`src/rtl/id_ex_stage_pkg.sv`:
```
// ============================================================================
// Module : id_ex_stage_pkg
// Brief  : Shared ALU-control codes, alu_op encodings and dec_ctrl field map
// Rev    : 1.0  initial release
// ============================================================================
`default_nettype none

package id_ex_stage_pkg;

  localparam int XLEN_DEF   = 64;
  localparam int REG_AW_DEF = 5;
  localparam int CTRL_W     = 9;

  // dec_ctrl = {alu_op[1:0], alu_src, mem_read, mem_write, reg_write, mem_to_reg, branch, funct7_b30}
  localparam int c_ctrl_aluop_hi  = 8;
  localparam int c_ctrl_aluop_lo  = 7;
  localparam int c_ctrl_alu_src   = 6;
  localparam int c_ctrl_mem_read  = 5;
  localparam int c_ctrl_mem_write = 4;
  localparam int c_ctrl_reg_write = 3;
  localparam int c_ctrl_mem_to_rg = 2;
  localparam int c_ctrl_branch    = 1;
  localparam int c_ctrl_b30       = 0;

  localparam logic [3:0] c_alu_add   = 4'b0010;
  localparam logic [3:0] c_alu_sub   = 4'b0110;
  localparam logic [3:0] c_alu_and   = 4'b0000;
  localparam logic [3:0] c_alu_or    = 4'b0001;
  localparam logic [3:0] c_alu_unsup = 4'b1111;

  typedef enum logic [1:0] {
    ALUOP_ADD = 2'b00,
    ALUOP_SUB = 2'b01,
    ALUOP_R   = 2'b10,
    ALUOP_I   = 2'b11
  } alu_op_e;

  function automatic logic [3:0] alu_ctrl_decode(input logic [1:0] op,
                                                 input logic [2:0] f3,
                                                 input logic       b30);
    logic [3:0] res;
    res = c_alu_unsup;
    case (alu_op_e'(op))
      ALUOP_ADD: res = c_alu_add;
      ALUOP_SUB: res = c_alu_sub;
      ALUOP_R, ALUOP_I: begin
        case (f3)
          3'b000:  res = (b30 && op == ALUOP_R) ? c_alu_sub : c_alu_add;
          3'b111:  res = c_alu_and;
          3'b110:  res = c_alu_or;
          default: res = c_alu_unsup;
        endcase
      end
      default: res = c_alu_unsup;
    endcase
    return res;
  endfunction

endpackage

`default_nettype wire

```
`src/rtl/ex_forward_unit.sv`:
```
// ============================================================================
// Module : ex_forward_unit
// Brief  : Selects EX/MEM, MEM/WB or register-file value for one source operand
// Rev    : 1.0  initial release
// ============================================================================
`default_nettype none

module ex_forward_unit
  import id_ex_stage_pkg::*;
#(
  parameter int XLEN   = XLEN_DEF,
  parameter int REG_AW = REG_AW_DEF
) (
  input  logic [REG_AW-1:0] i_src,
  input  logic [XLEN-1:0]   i_rf_data,
  input  logic              i_exm_reg_write,
  input  logic [REG_AW-1:0] i_exm_rd,
  input  logic [XLEN-1:0]   i_exm_result,
  input  logic              i_mwb_reg_write,
  input  logic [REG_AW-1:0] i_mwb_rd,
  input  logic [XLEN-1:0]   i_mwb_result,
  output logic [XLEN-1:0]   o_data
);

  logic w_hit_exm;
  logic w_hit_mwb;

  // x0 is hardwired zero, so a write to it must never shadow the RF value
  assign w_hit_exm = i_exm_reg_write && (i_exm_rd != '0) && (i_exm_rd == i_src);
  assign w_hit_mwb = i_mwb_reg_write && (i_mwb_rd != '0) && (i_mwb_rd == i_src);

  assign o_data = w_hit_exm ? i_exm_result :
                  w_hit_mwb ? i_mwb_result : i_rf_data;

endmodule

`default_nettype wire

```
`src/rtl/id_ex_stage.sv`:
```
// ============================================================================
// Module : id_ex_stage
// Brief  : ID/EX pipeline register with forwarding, ALU-control decode and
//          load-use hazard detection
// Rev    : 1.0  initial release
// ============================================================================
`default_nettype none

module id_ex_stage
  import id_ex_stage_pkg::*;
#(
  parameter int XLEN   = 64,
  parameter int REG_AW = 5
) (
  input  logic              clk,
  input  logic              rst_n,
  input  logic              stall,
  input  logic              flush,
  input  logic              dec_valid,
  input  logic [XLEN-1:0]   dec_pc,
  input  logic [XLEN-1:0]   dec_rs1_data,
  input  logic [XLEN-1:0]   dec_rs2_data,
  input  logic [XLEN-1:0]   dec_imm,
  input  logic [REG_AW-1:0] dec_rs1,
  input  logic [REG_AW-1:0] dec_rs2,
  input  logic              dec_uses_rs2,
  input  logic [REG_AW-1:0] dec_rd,
  input  logic [CTRL_W-1:0] dec_ctrl,
  input  logic [2:0]        dec_funct3,
  input  logic              exm_reg_write,
  input  logic [REG_AW-1:0] exm_rd,
  input  logic [XLEN-1:0]   exm_result,
  input  logic              mwb_reg_write,
  input  logic [REG_AW-1:0] mwb_rd,
  input  logic [XLEN-1:0]   mwb_result,
  output logic              load_use_stall,
  output logic              ex_valid,
  output logic [XLEN-1:0]   alu_a,
  output logic [XLEN-1:0]   alu_b,
  output logic [3:0]        alu_control,
  output logic [XLEN-1:0]   ex_store_data,
  output logic [XLEN-1:0]   ex_pc,
  output logic [XLEN-1:0]   ex_imm,
  output logic [REG_AW-1:0] ex_rd,
  output logic              ex_mem_read,
  output logic              ex_mem_write,
  output logic              ex_reg_write,
  output logic              ex_mem_to_reg,
  output logic              ex_branch
);

  logic              r_valid;
  logic [XLEN-1:0]   r_pc;
  logic [XLEN-1:0]   r_rs1_data;
  logic [XLEN-1:0]   r_rs2_data;
  logic [XLEN-1:0]   r_imm;
  logic [REG_AW-1:0] r_rs1;
  logic [REG_AW-1:0] r_rs2;
  logic [REG_AW-1:0] r_rd;
  logic [CTRL_W-1:0] r_ctrl;
  logic [2:0]        r_funct3;

  logic [XLEN-1:0]   w_fwd_rs1;
  logic [XLEN-1:0]   w_fwd_rs2;
  logic              w_hazard;

  assign w_hazard = r_valid && r_ctrl[c_ctrl_mem_read] && (r_rd != '0) && dec_valid &&
                    ((r_rd == dec_rs1) || (dec_uses_rs2 && (r_rd == dec_rs2)));
  assign load_use_stall = w_hazard && !flush;

  // Priority: flush bubble, then hold, then load-use bubble, then capture
  always_ff @(posedge clk or negedge rst_n) begin
    if (!rst_n) begin
      r_valid    <= 1'b0;
      r_pc       <= '0;
      r_rs1_data <= '0;
      r_rs2_data <= '0;
      r_imm      <= '0;
      r_rs1      <= '0;
      r_rs2      <= '0;
      r_rd       <= '0;
      r_ctrl     <= '0;
      r_funct3   <= '0;
    end else if (flush || (!stall && load_use_stall)) begin
      r_valid    <= 1'b0;
      r_pc       <= '0;
      r_rs1_data <= '0;
      r_rs2_data <= '0;
      r_imm      <= '0;
      r_rs1      <= '0;
      r_rs2      <= '0;
      r_rd       <= '0;
      r_ctrl     <= '0;
      r_funct3   <= '0;
    end else if (!stall) begin
      r_valid    <= dec_valid;
      r_pc       <= dec_pc;
      r_rs1_data <= dec_rs1_data;
      r_rs2_data <= dec_rs2_data;
      r_imm      <= dec_imm;
      r_rs1      <= dec_rs1;
      r_rs2      <= dec_rs2;
      r_rd       <= dec_rd;
      r_ctrl     <= dec_ctrl;
      r_funct3   <= dec_funct3;
    end
  end

  ex_forward_unit #(.XLEN(XLEN), .REG_AW(REG_AW)) u_fwd_rs1 (
    .i_src           (r_rs1),
    .i_rf_data       (r_rs1_data),
    .i_exm_reg_write (exm_reg_write),
    .i_exm_rd        (exm_rd),
    .i_exm_result    (exm_result),
    .i_mwb_reg_write (mwb_reg_write),
    .i_mwb_rd        (mwb_rd),
    .i_mwb_result    (mwb_result),
    .o_data          (w_fwd_rs1)
  );

  ex_forward_unit #(.XLEN(XLEN), .REG_AW(REG_AW)) u_fwd_rs2 (
    .i_src           (r_rs2),
    .i_rf_data       (r_rs2_data),
    .i_exm_reg_write (exm_reg_write),
    .i_exm_rd        (exm_rd),
    .i_exm_result    (exm_result),
    .i_mwb_reg_write (mwb_reg_write),
    .i_mwb_rd        (mwb_rd),
    .i_mwb_result    (mwb_result),
    .o_data          (w_fwd_rs2)
  );

  assign alu_a         = w_fwd_rs1;
  assign alu_b         = r_ctrl[c_ctrl_alu_src] ? r_imm : w_fwd_rs2;
  assign ex_store_data = w_fwd_rs2;
  assign alu_control   = alu_ctrl_decode(r_ctrl[c_ctrl_aluop_hi:c_ctrl_aluop_lo],
                                         r_funct3, r_ctrl[c_ctrl_b30]);

  assign ex_valid      = r_valid;
  assign ex_pc         = r_pc;
  assign ex_imm        = r_imm;
  assign ex_rd         = r_rd;
  assign ex_mem_read   = r_valid && r_ctrl[c_ctrl_mem_read];
  assign ex_mem_write  = r_valid && r_ctrl[c_ctrl_mem_write];
  assign ex_reg_write  = r_valid && r_ctrl[c_ctrl_reg_write];
  assign ex_mem_to_reg = r_valid && r_ctrl[c_ctrl_mem_to_rg];
  assign ex_branch     = r_valid && r_ctrl[c_ctrl_branch];

endmodule

`default_nettype wire

```
`config.mk`:
```
export PLATFORM = sky130hd
export DESIGN_NAME = id_ex_stage
export DESIGN_NICKNAME = d
export VERILOG_FILES = /design/src/rtl/id_ex_stage_pkg.sv /design/src/rtl/ex_forward_unit.sv /design/src/rtl/id_ex_stage.sv
export SDC_FILE = /design/constraint.sdc
export NUM_CORES = 1
export LEC_CHECK = 0
export ABC_CLOCK_PERIOD_IN_PS = 2100
export BUFFER_PORTS_ARGS = -buffer_cell sky130_fd_sc_hd__buf_2
export CORE_AREA = 2 2 297 299
export CTS_BUF_LIST = sky130_fd_sc_hd__clkbuf_4
export DETAILED_ROUTE_END_ITERATION = 16
export DIE_AREA = 0 0 299 301
export PLACE_DENSITY = 0.53
export SYNTH_ARGS = -nofsm -noshare
export SYNTH_HDL_FRONTEND = slang
export SYNTH_HIERARCHICAL = 1
export SYNTH_SLANG_ARGS = --single-unit
```
`constraint.sdc`:
```
create_clock -name clk -period 2.1 [get_ports clk]
set_input_delay 0.315 -clock clk [delete_from_list [all_inputs] [get_ports clk]]
set_output_delay 0.315 -clock clk [all_outputs]
set_load 0.03 [all_outputs]
```
# Word-level counts from Yosys, hierarchy flattened
# Cells that the tools add are included.
totals:
  register_bits: 284
  inputBits: 429
  out_inout_bits: 336
  wordCells: 78
classes:
  eq_ne: 12
  n_mux: 28
  n_reduce_logical: 28
op_table:
  columns: ["op", "n"]
  rows:
  - ["two-way mux 64 bit", 13]
  - ["== test 5 bit", 6]
  - ["two-way mux 5 bit", 6]
  - ["case mux 4 bit (3 select lines)", 2]
  - ["logical AND 1 bit", 18]
  - ["two-way mux 9 bit", 2]
  - ["nonzero test 5 bit", 3]
  - ["two-way mux 3 bit", 3]
  - ["== test 3 bit, second input constant", 2]
  - ["== test 2 bit, second input constant", 2]
  - ["logical NOT 3 bit", 1]
  - ["== test 2 x 1 -> 1 bit, second input constant", 1]
  - ["logical NOT 1 bit", 2]
  - ["logical NOT 2 bit", 1]
  - ["logical OR 1 bit", 2]
  - ["two-way mux 1 bit", 2]
  - ["!= test 2 x 1 -> 1 bit, second input constant", 1]
  - ["OR reduction 2 bit", 1]

# Longest topological paths before layout
# Gate-level depths: netlist of the first run.
logic_depth:
  ltp_word: 8
  mapped_depth: 7
  mapped_depth_nobuf: 5

# Modules after synthesis
# The synthesis of the first run kept the hierarchy.
modules_own_cells:
  columns: ["mod", "n_inst", "cells_per_inst", "area_per_inst_um2", "seq_area_each_um2"]
  rows:
  - ["id_ex_stage", 1, 1404, 13952.1, 7106.8]
  - ["ex_forward_unit", 2, 347, 2235.9, 0.0]

# Worst setup path after synthesis of the first run
# OpenSTA, ideal clock, no wires.
synth_path:
  path_type: "flip-flop to output port"
  from: "register r_rs2[2]"
  to: "output port alu_b[10]"
  t_arrival_ps: 2295
  t_required_ps: 1785
  path_slack_ps: -510
  stages_incl_launch_ff: 8
  n_path_buf: 2
  cell_sequence: "dfrtp_1 nor4_2 o21a_1 buf_2 buf_2 o31ai_1 a31oi_1 mux2_2"
synth_via:
  elab_chain_len: 5
  word_cells_on_any_way: 7
  classes_between: "eq/ne (2); mux (3); reduce/logical (2)"
synth_lines:
  columns: ["item", "line_no", "text"]
  rows:
  - ["start: declaration", "id_ex_stage.sv:58", "logic [REG_AW-1:0] r_rs2;"]
  - ["start signal: assignment", "id_ex_stage.sv:102", "r_rs2 <= dec_rs2;"]
  - ["== test 5 bit", "ex_forward_unit.sv:30", "assign w_hit_mwb = i_mwb_reg_write && (i_mwb_rd != '0) && (i_mwb_rd == i_src);"]
  - ["logical AND 1 bit", "ex_forward_unit.sv:30", null]
  - ["two-way mux 64 bit", "ex_forward_unit.sv:33", "w_hit_mwb ? i_mwb_result : i_rf_data;"]
  - ["two-way mux 64 bit *", "ex_forward_unit.sv:32", "assign o_data = w_hit_exm ? i_exm_result :"]
  - ["via ex_store_data[10]", "id_ex_stage.sv:41", "output logic [XLEN-1:0] ex_store_data,"]
  - ["two-way mux 64 bit *", "id_ex_stage.sv:134", "assign alu_b = r_ctrl[c_ctrl_alu_src] ? r_imm : w_fwd_rs2;"]
  - ["end: declaration", "id_ex_stage.sv:39", "output logic [XLEN-1:0] alu_b,"]
# Mark *: on every way through the listed nets, which the timed path passes. The rest lies on a longest branch.

# Final worst setup path of the first run
layout_path:
  from: "register r_rs2[4]"
  to: "output port alu_b[36]"
layout_via:
  elab_chain_len: 5
  word_cells_on_any_way: 7
  classes_between: "eq/ne (2); mux (3); reduce/logical (2)"
layout_lines:
  columns: ["item", "line_no"]
  rows:
  - ["== test 5 bit", "ex_forward_unit.sv:30"]
  - ["logical AND 1 bit", "ex_forward_unit.sv:30"]
  - ["two-way mux 64 bit", "ex_forward_unit.sv:33"]
  - ["two-way mux 64 bit *", "ex_forward_unit.sv:32"]
  - ["two-way mux 64 bit *", "id_ex_stage.sv:134"]
# Every way passes the cells marked *; elsewhere a longest branch is shown, timed or not.

==> results.toml, run 1 <==
[status]
status = "finished with violations"
violations = "setup timing"

[power]
power_density_nw_per_um2 = 622.8
leakagePower_uw = 0.01487
vdd_drop_max_mv = 0.3973

[synth]
syn_avg_cell_area_sq_um = 8.782
yosys_most_used_dff = "dfrtp_1"
synthCells = 2098
ys_seq_elements = 284
synth.cell_area_sq_um = 18420
synth-warning-count = 6
yosysUniqueCellTypes = 39
yosysSeqAreaShare = 0.3857
syn-num-nets = 2527
synthArstFlopShare = 1.000
synth_edf_count = 0

[placed_design]
dp_cells = 4049
dp_hpwl_microns = 77540
routabilityCongestion = 0.9235
io_buffers = 764

[drt]
finalWirelength_microns = 122600
dr.pass1.iters = 6
first_iter_violations = 2298
drt-wirelength-per-cell_microns = 26.60
ant_nets = 0
vias = 25621
viasPerCell = 5.559
drcViolationCount = 0

[timing]
fmax_mhz = 296.0
fin_crit_ps = 3379
drv_slew = 0
skew_ps = 88.72
timing.setup.tns_ps = -208620
setup_ws_ps = -1279
slew_headroom = 0.5732
period_share = 1.609
rsz0062_at_grt = "yes"
setup_viol = 196
hold_viol = 0
tightestPinTransition_ps = 640.3

[layout]
drive_gt1_frac = 0.5154
num-nets-final = 3809
fin_cells = 4609
syn2layout_area_growth_pct = 102.5

[worst_setup_path]
path_cells = "or2_1 -> o21a_4 -> buf_12 -> o31ai_1 -> a31oi_4 -> mux2_2 -> buf_2"
worst-setup-path-type = "reg -> out"
cp-end-kind = "output port"
rr_startpoint = "ex_rd[2]$_DFFE_PN0P_"
crit_buf_inv = 2
reg2reg_to = "r_rs1_data[38]$_DFFE_PN0P_"
worstPathRequired_ps = 1780
cp.arrival_ps = 3060
rr_worst_depth = 7
cp-start-kind = "flop"
crit_slowest_cell = "o31ai_1"
regToRegSetupSlack_ps = 30
critical_path.top_delay_family = "compound AO/OA/AOI/OAI gates"
cpPeakStageDelay_ps = 500
crit_fanout = 27

[clock_tree]
clk_latency_ps = 880
h-tree-depth = 3
cts_root_buffer = "clkbuf_4"
cts_tree = "yes"
cts_buffer_depth = 3
clock_sinks = 284
cts_made_buffers = 87
cts.reportedPaths.clkPinSlew_ps = 70

[floorplanning]
rows = 108
die_width_microns = 299
die_height_microns = 301
initial_core_util = 0.2130
core_area_sq_um = 86480
die_area_sq_um = 90000
num_io_pins = 765

[global_routing]
grt_pass1_wl_microns = 166100
grt_overflow = 0
grt_max_degree = 70
antenna_found_initial = 22
gr-usage-all-layers = 0.2429
grt_pass1_vias = 24957

[min_path]
worstHoldStart = "dec_uses_rs2"
min_to = "r_rs2_data[10]$_DFFE_PN0P_"
holdPathStages = 5
worstHoldPathType = "in -> reg"

[flow_run]
maxCapViolCount = 0
==> cell type report <==
type                    instances  area, sq um
clock inverters                22        127.6
diodes                         20        50.05
fillers                      8046        49170
clock buffers                 121        908.4
repair buffers               1491        13660
flip-flops and latches        284         7123
well taps                    1155         1445
multi-input cells            1516        14000
==> power breakdown <==
part	total, uW	internal [uW]	switching, uW
sequential	6590	6020	572
combinational	11100	4770	6350
clock	5520	2660	2860
total	23200	13500	9780
==> worst max-delay path by stage <==
stage / from / end / slack (ps) / cells after the start
2_1_floorplan: r_rs2[2]$_DFFE_PN0P_ / alu_b[10] / -340 / 7
3_5_place_dp: r_rs2[3]$_DFFE_PN0P_ / alu_b[60] / -730 / 7
6_report: r_rs2[4]$_DFFE_PN0P_ / alu_b[36] / -1280 / 7
3_3_place_gp: exm_rd[0] / alu_b[60] / -710 / 8
5_1_grt: r_rs2[2]$_DFFE_PN0P_ / alu_b[54] / -1440 / 9
4_1_cts: r_rs2[4]$_DFFE_PN0P_ / alu_b[39] / -1340 / 7
==> stage by stage <==
stage / area (sq um) / power, uW / worst slack (ps) / hold slack [ps] / utilization
after floorplan: 19920 / 10840 / -340.8 / 19.41 / -
after global placement: 27290 / 14460 / -713.4 / 365.9 / 0.3156
after detailed placement: 27290 / 14500 / -734.2 / 367.3 / 0.3156
after CTS: 34890 / 22230 / -1342 / 33.24 / 0.4034
after global routing: 37300 / 24170 / -1442 / 114.4 / 0.4313
final: 37310 / 23240 / -1279 / 171.6 / 0.4314
==> metal layers <==
layer | share of wire | up-vias | global-route usage
li1 | - | 11070 | -
met1 | 0.39 | 12560 | 0.3019
met3 | 0.084 | 404 | 0.05231
met4 | 0.053 | 6 | 0.1111
met5 | 0.00033 | - | 0
met2 | 0.47 | 1581 | 0.4023
==> Yosys cell counts (all sizes together) (26+ instances only) <==
cell      n  area share
o31ai   128       0.052
nand2   281       0.057
a31oi   135       0.046
a32oi   268        0.13
buf     105       0.046
nand4   129       0.044
o21ai   276       0.075
dfrtp   284        0.39
nor4    130       0.045
xnor2    26       0.012
clkbuf  193       0.039
mux2     64       0.039
==> state kept, by name (all words and copies together) (netlist names), 3 cells and up <==
signal and cells:
r_rs2_data 64, ex_imm 64, ex_rd 5, r_rs1 5
r_funct3 3, r_rs1_data 64, r_rs2 5, r_ctrl 9
ex_pc 64
==> cell families after synthesis <==
group                     share of synthesized area
muxes                                       0.03912
DFF                                          0.3857
AOI/OAI and AO/OA                            0.3140
xor gates and xnor gates                    0.01236
buffers and inverters                       0.08570
and+or+nand+nor                              0.1631
==> repair_timing <==
action / CTS / global route
pin swaps: 116 / 119
endpoints found under the hold margin: 568 / 0
resized for setup: 608 / 347
cloned: 18 / 22
setup buffers: 27 / 43
endpoints found under the setup margin: 204 / 462
hold buffers: 299 / 0
==> tightest hold or removal path, stage by stage <==
cell     delay, ps
buf_2          100
nand2_1        120
o22ai_4        120
buf_12         170
o21ai_0        150
==> placed cells by master (no fill, tap or decap), types with 16 or more instances in the layout <==
| cell type | count |
|---|---|
| nor4_1 | 51 |
| o21ai_0 | 234 |
| buf_12 | 112 |
| buf_2 | 573 |
| buf_6 | 224 |
| dfrtp_1 | 273 |
| o21ai_1 | 40 |
| diode_2 | 20 |
| buf_16 | 24 |
| nor4_2 | 49 |
| clkbuf_16 | 18 |
| o31ai_2 | 42 |
| o31ai_1 | 16 |
| mux2_4 | 40 |
| dlygate4sd3_1 | 298 |
| nand4_1 | 129 |
| nand2_1 | 277 |
| a32oi_1 | 266 |
| o31ai_4 | 70 |
| clkbuf_4 | 125 |
| buf_4 | 223 |
| a31oi_4 | 119 |
| mux2_2 | 24 |
| nor4_4 | 30 |
Power figures use the tool's default switching activity.
==> run 2: changes to the inputs <==
--- a/config.mk
+++ b/config.mk
@@ -5,13 +5,13 @@
 export SDC_FILE = /design/constraint.sdc
 export NUM_CORES = 1
 export LEC_CHECK = 0
-export ABC_CLOCK_PERIOD_IN_PS = 2100
+export ABC_CLOCK_PERIOD_IN_PS = 3800
 export BUFFER_PORTS_ARGS = -buffer_cell sky130_fd_sc_hd__buf_2
-export CORE_AREA = 2 2 297 299
+export CORE_AREA = 2 2 294 296
 export CTS_BUF_LIST = sky130_fd_sc_hd__clkbuf_4
 export DETAILED_ROUTE_END_ITERATION = 16
-export DIE_AREA = 0 0 299 301
-export PLACE_DENSITY = 0.53
+export DIE_AREA = 0 0 296 298
+export PLACE_DENSITY = 0.52
 export SYNTH_ARGS = -nofsm -noshare
 export SYNTH_HDL_FRONTEND = slang
 export SYNTH_HIERARCHICAL = 1
==> constraint.sdc (replaced) <==
create_clock -name clk -period 3.8 [get_ports clk]
set_input_delay 0.57 -clock clk [delete_from_list [all_inputs] [get_ports clk]]
set_output_delay 0.57 -clock clk [all_outputs]
set_load 0.03 [all_outputs]
==> results.toml, run 2 (synthesized netlist as in run 1, its figures left out) <==
[status]
status = "finished, final reports clean"

[floorplanning]
die_area_sq_um = 88210
core_area_sq_um = 84880
num_io_pins = 765
die_height_microns = 298
rows = 107
initial_core_util = 0.2171
die_width_microns = 296

[timing]
drv_slew = 0
skew_ps = 56.54
fin_crit_ps = 3700
tightestPinTransition_ps = 952.2
slew_headroom = 0.3652
period_share = 0.9736
fmax_mhz = 270.3
timing.setup.tns_ps = 0
rsz0062_at_grt = "yes"
hold_viol = 0
setup_viol = 0

[min_path]
worstHoldPathType = "in -> reg"

[layout]
layout_common_cells = "buf_2, dfrtp_1, nand2_1, dlygate4sd3_1, a32oi_1"
fin_util = 0.3303
fin_cells = 4261
drive_gt1_frac = 0.3758
nFillCells = 8982
num-nets-final = 3473
syn2layout_area_growth_pct = 52.17
mostFrequentLayoutCell = "buf_2"
stdcell_area_sq_um = 28040

[power]
vdd_drop_max_mv = 0.2432
p_total_uw = 11070
power_density_nw_per_um2 = 395.0
leakagePower_uw = 0.01165

[global_routing]
gr-usage-all-layers = 0.2272
grt_max_degree = 143
grt_pass1_vias = 22909
antenna_found_initial = 22
grt_pass1_wl_microns = 152900
grt_overflow = 0

[drt]
viasPerCell = 5.516
dr.pass1.iters = 7
drcViolationCount = 0
vias = 23505
ant_nets = 0
drt-wirelength-per-cell_microns = 24.83
finalWirelength_microns = 105800
first_iter_violations = 2236

[clock_tree]
cts_buffer_depth = 3
cts_root_buffer = "clkbuf_4"
clock_sinks = 284
cts.reportedPaths.clkPinSlew_ps = 70
h-tree-depth = 3
cts_tree = "yes"
clk_latency_ps = 850
cts_made_buffers = 90

[worst_setup_path]
crit_slowest_cell = "dfrtp_2"
crit_fanout = 39
cp-start-kind = "flop"
worstPathRequired_ps = 3230
cp.arrival_ps = 3130
critical_path.top_delay_family = "simple AND/OR/NAND/NOR gates"
cpPeakStageDelay_ps = 490
worst-setup-path-type = "reg -> out"
path_cells = "xnor2_2 -> nand3_4 -> or3_4 -> buf_12 -> a31oi_1 -> mux2_2 -> buf_2"
crit_buf_inv = 2
cp-end-kind = "output port"

[placed_design]
dp_cells = 3810
place_area_sq_um = 23540
dp_hpwl_microns = 72290
routabilityCongestion = 0.8363
io_buffers = 764

[flow_run]
maxCapViolCount = 0
-- run 2: cell types whose count changed in the layout (fill, tap and decap cells not counted), sizes merged --
cell,before,now
bufinv,0,2
clkbuf,143,128
buf,1171,876
clkinv,16,20
diode,20,14
clkinvlp,3,0
dlygate4sd3,298,274
-- run 2: worst paths after layout --
check,from,to,slack [ps],cells after the start
worst max-delay path,r_rs2[2]$_DFFE_PN0P_,alu_b[28],100,7
worst min-delay path,dec_rs2[1],r_rs2[1]$_DFFE_PN0P_,190,3
worst max register to register,ex_rd[2]$_DFFE_PN0P_,r_rs2_data[40]$_DFFE_PN0P_,1120,5
worst min register to register,ex_pc[1]$_DFFE_PN0P_,ex_pc[1]$_DFFE_PN0P_,490,2
max in group asynchronous,rst_n,ex_pc[21]$_DFFE_PN0P_,2580,3
min in group asynchronous,rst_n,r_rs2_data[29]$_DFFE_PN0P_,300,2
-- run 2: area by class of cell --
cell class / count / area, sq um / area share
Tap cell: 1144 / 1431 / 0.05106
Clock inverter: 25 / 168.9 / 0.006025
Clock buffer: 126 / 945.9 / 0.03374
Sequential cell: 284 / 7113 / 0.2537
Multi-Input combinational cell: 1516 / 10380 / 0.3703
Antenna cell: 14 / 35.03 / 0.001250
Timing Repair Buffer: 1152 / 7960 / 0.2839
-- run 2: power by group --
part	internal, uW	switching (uW)
clock network	1660	1580
logic	1410	2810
registers	3330	300
total	6390	4680
-- run 2: what timing repair did --
item,in CTS,in global routing
setup buffers,9,3
cloned,0,0
setup endpoints to repair,130,44
endpoints found under the hold margin,326,0
hold buffers,274,0
pin swaps,8,9
gates resized for setup,48,29
-- run 2: per-layer routing --
layer / global-route usage / vias to the layer above / share of wire
met5: 0 / - / 0.00068
met3: 0.07109 / 268 / 0.11
met4: 0.1005 / 12 / 0.042
met2: 0.3565 / 1446 / 0.46
li1: - / 10342 / -
met1: 0.2846 / 11437 / 0.40
-- run 2: per-stage QoR --
stage               setup WS (ps)  hold WS (ps)
floorplan                   690.6         274.4
global placement            433.3         470.4
detailed placement          374.3         477.4
CTS                        -4.207         32.51
global route               -53.06         88.82
finish                      100.4         187.5
-- run 2: tightest hold or removal path: stages --
cell,delay [ps]
buf_2,110
nor3b_1,150
a21o_1,170
==> run 3: changes to the inputs <==
--- a/config.mk
+++ b/config.mk
@@ -12,6 +12,7 @@
 export DETAILED_ROUTE_END_ITERATION = 16
 export DIE_AREA = 0 0 296 298
 export PLACE_DENSITY = 0.52
+export SETUP_SLACK_MARGIN = 0.2
 export SYNTH_ARGS = -nofsm -noshare
 export SYNTH_HDL_FRONTEND = slang
 export SYNTH_HIERARCHICAL = 1
==> results.toml, run 3 (synthesized netlist as in run 1, its figures left out) <==
[layout]
nFillCells = 8749
drive_gt1_frac = 0.4129
mostFrequentLayoutCell = "buf_2"
seqCellArea_sq_um = 7118
multiInputGateArea_sq_um = 11560
layout_common_cells = "buf_2, nand2_1, dfrtp_1, dlygate4sd3_1, a32oi_1"
syn2layout_area_growth_pct = 64.55
num-nets-final = 3504

[placed_design]
routabilityCongestion = 0.8363
preCtsSetupSlack_ps = 374.3
io_buffers = 764
dp_hpwl_microns = 72290

[clock_tree]
cts.reportedPaths.clkPinSlew_ps = 70
h-tree-depth = 3
clk_latency_ps = 880
cts_tree = "yes"
cts_root_buffer = "clkbuf_4"
clock_sinks = 284
cts_buffer_depth = 3
cts_made_buffers = 90

[worst_setup_path]
worst-setup-path-type = "reg -> out"
cp.arrival_ps = 3150
crit_fanout = 25
cp-end-kind = "output port"
cpPeakStageDelay_ps = 560
worstPathRequired_ps = 3230
path_cells = "xnor2_2 -> nand3_4 -> buf_4 -> nor4_1 -> a31oi_4 -> mux2_4 -> buf_6"
crit_buf_inv = 2
critical_path.top_delay_family = "simple AND/OR/NAND/NOR gates"
cp-start-kind = "flop"
regToRegSetupSlack_ps = 1130
crit_slowest_cell = "nor4_1"

[flow_run]
maxCapViolCount = 0

[global_routing]
antenna_found_initial = 22
use_met2 = 0.3622
grt_max_degree = 143
use_met3 = 0.07199
grt_use_met1 = 0.2922
gr-usage-all-layers = 0.2314
grt_busiest_layer = "met2"
grt_pass1_wl_microns = 155100
grt_overflow = 0
grt_pass1_vias = 23099

[drt]
drcViolationCount = 0
first_iter_violations = 2453
finalWirelength_microns = 112400
vias = 24025
viasPerCell = 5.599
ant_nets = 0
dr.pass1.iters = 6
drt-wirelength-per-cell_microns = 26.19

[floorplanning]
rows = 107
die_height_microns = 298
initial_core_util = 0.2171
core_area_sq_um = 84880
die_width_microns = 296
num_io_pins = 765
die_area_sq_um = 88210

[power]
p_comb_frac = 0.409
vdd_drop_max_mv = 0.2201
power_density_nw_per_um2 = 384.8
leakagePower_uw = 0.01225
p_sw_uw = 4933
clock_power_share = 0.278
intPower_uw = 6732
power_frac_seq = 0.313
swShare = 0.4229

[timing]
hold_viol = 0
slew_headroom = 0.3580
setup_ws_ps = 79.72
period_share = 0.9790
fin_crit_ps = 3720
skew_ps = 59.41
rsz0062_at_grt = "yes"
fmax_mhz = 268.8
setup_viol = 0
timing.setup.tns_ps = 0
tightestPinTransition_ps = 962.9
drv_slew = 0

[min_path]
worstHoldPathType = "in -> reg"

[status]
status = "finished, final reports clean"
==> run 3: cell count changes in the layout (fill, tap and decap cells not counted), moves of 9 or more <==
cell      delta
a31oi_4     +37
nor4_1      -21
mux2_2      -12
buf_4       +33
buf_2      -102
o31ai_4     +23
a31oi_1     -37
o31ai_1     -32
buf_6       +55
buf_8        +9
nor4_2      +20
clkbuf_4    +18
o31ai_2      +9
mux2_4      +12
==> run 3: timing repair <==
action / in CTS / in global routing
hold buffers: 274 / 0
gates cloned: 5 / 12
pin swaps: 33 / 48
gates resized for setup: 136 / 358
hold endpoints to repair: 326 / 0
endpoints found under the setup margin: 189 / 158
setup buffers: 17 / 10
==> run 3: layout make-up <==
class | count | share of cell area
Tap cell | 1144 | 0.04721
Clock buffer | 126 | 0.03120
Clock inverter | 25 | 0.005572
Sequential cell | 284 | 0.2348
Multi-Input combinational cell | 1516 | 0.3814
Timing Repair Buffer | 1183 | 0.2988
Antenna cell | 13 | 0.001073
==> run 3: path summary, 6_finish.rpt <==
path | from | end | cells past startpoint
min in group asynchronous | rst_n | r_rs2_data[29]$_DFFE_PN0P_ | 2
min reg2reg | ex_pc[1]$_DFFE_PN0P_ | ex_pc[1]$_DFFE_PN0P_ | 2
min | dec_rs2[1] | r_rs2[1]$_DFFE_PN0P_ | 3
max | r_rs2[2]$_DFFE_PN0P_ | alu_b[8] | 7
max in group asynchronous | rst_n | r_rs2[0]$_DFFE_PN0P_ | 3
max reg2reg | ex_rd[2]$_DFFE_PN0P_ | r_rs1_data[35]$_DFFE_PN0P_ | 5
==> run 3: power groups by stage <==
stage / combinational, uW / clock [uW] / sequential, uW
finish: 4770 / 3240 / 3650
floorplan: 1940 / 0 / 3820
global route: 4960 / 3500 / 3680
global placement: 3780 / 0 / 3660
detailed placement: 3800 / 0 / 3650
CTS: 4310 / 3350 / 3620
==> run 3: metal layers <==
layer | vias up | part of all wire
li1 | 10403 | -
met1 | 11724 | 0.39
met2 | 1598 | 0.45
met3 | 284 | 0.11
met4 | 16 | 0.042
met5 | - | 0.0013
==> run 3: worst reg2reg max path: stages, from the launching register on <==
cell and delay, ps:
dfrtp_1 450, or4_1 590, o211ai_4 540, buf_12 380
a32oi_1 470, o21ai_0 120
==> run 3: per-stage QoR <==
stage          hold slack (ps)  power [uW]    util  instance area [sq um]  instances
6_report                 182.4       11670  0.3572                  30320       4291
3_3_place_gp             470.4        7439  0.2774                  23540       3810
4_1_cts                  28.86       11270  0.3358                  28500       4257
2_1_floorplan            274.4        5762       -                  18420       2098
5_1_grt                  92.33       12140  0.3571                  30310       4287
3_5_place_dp             477.4        7451  0.2774                  23540       3810
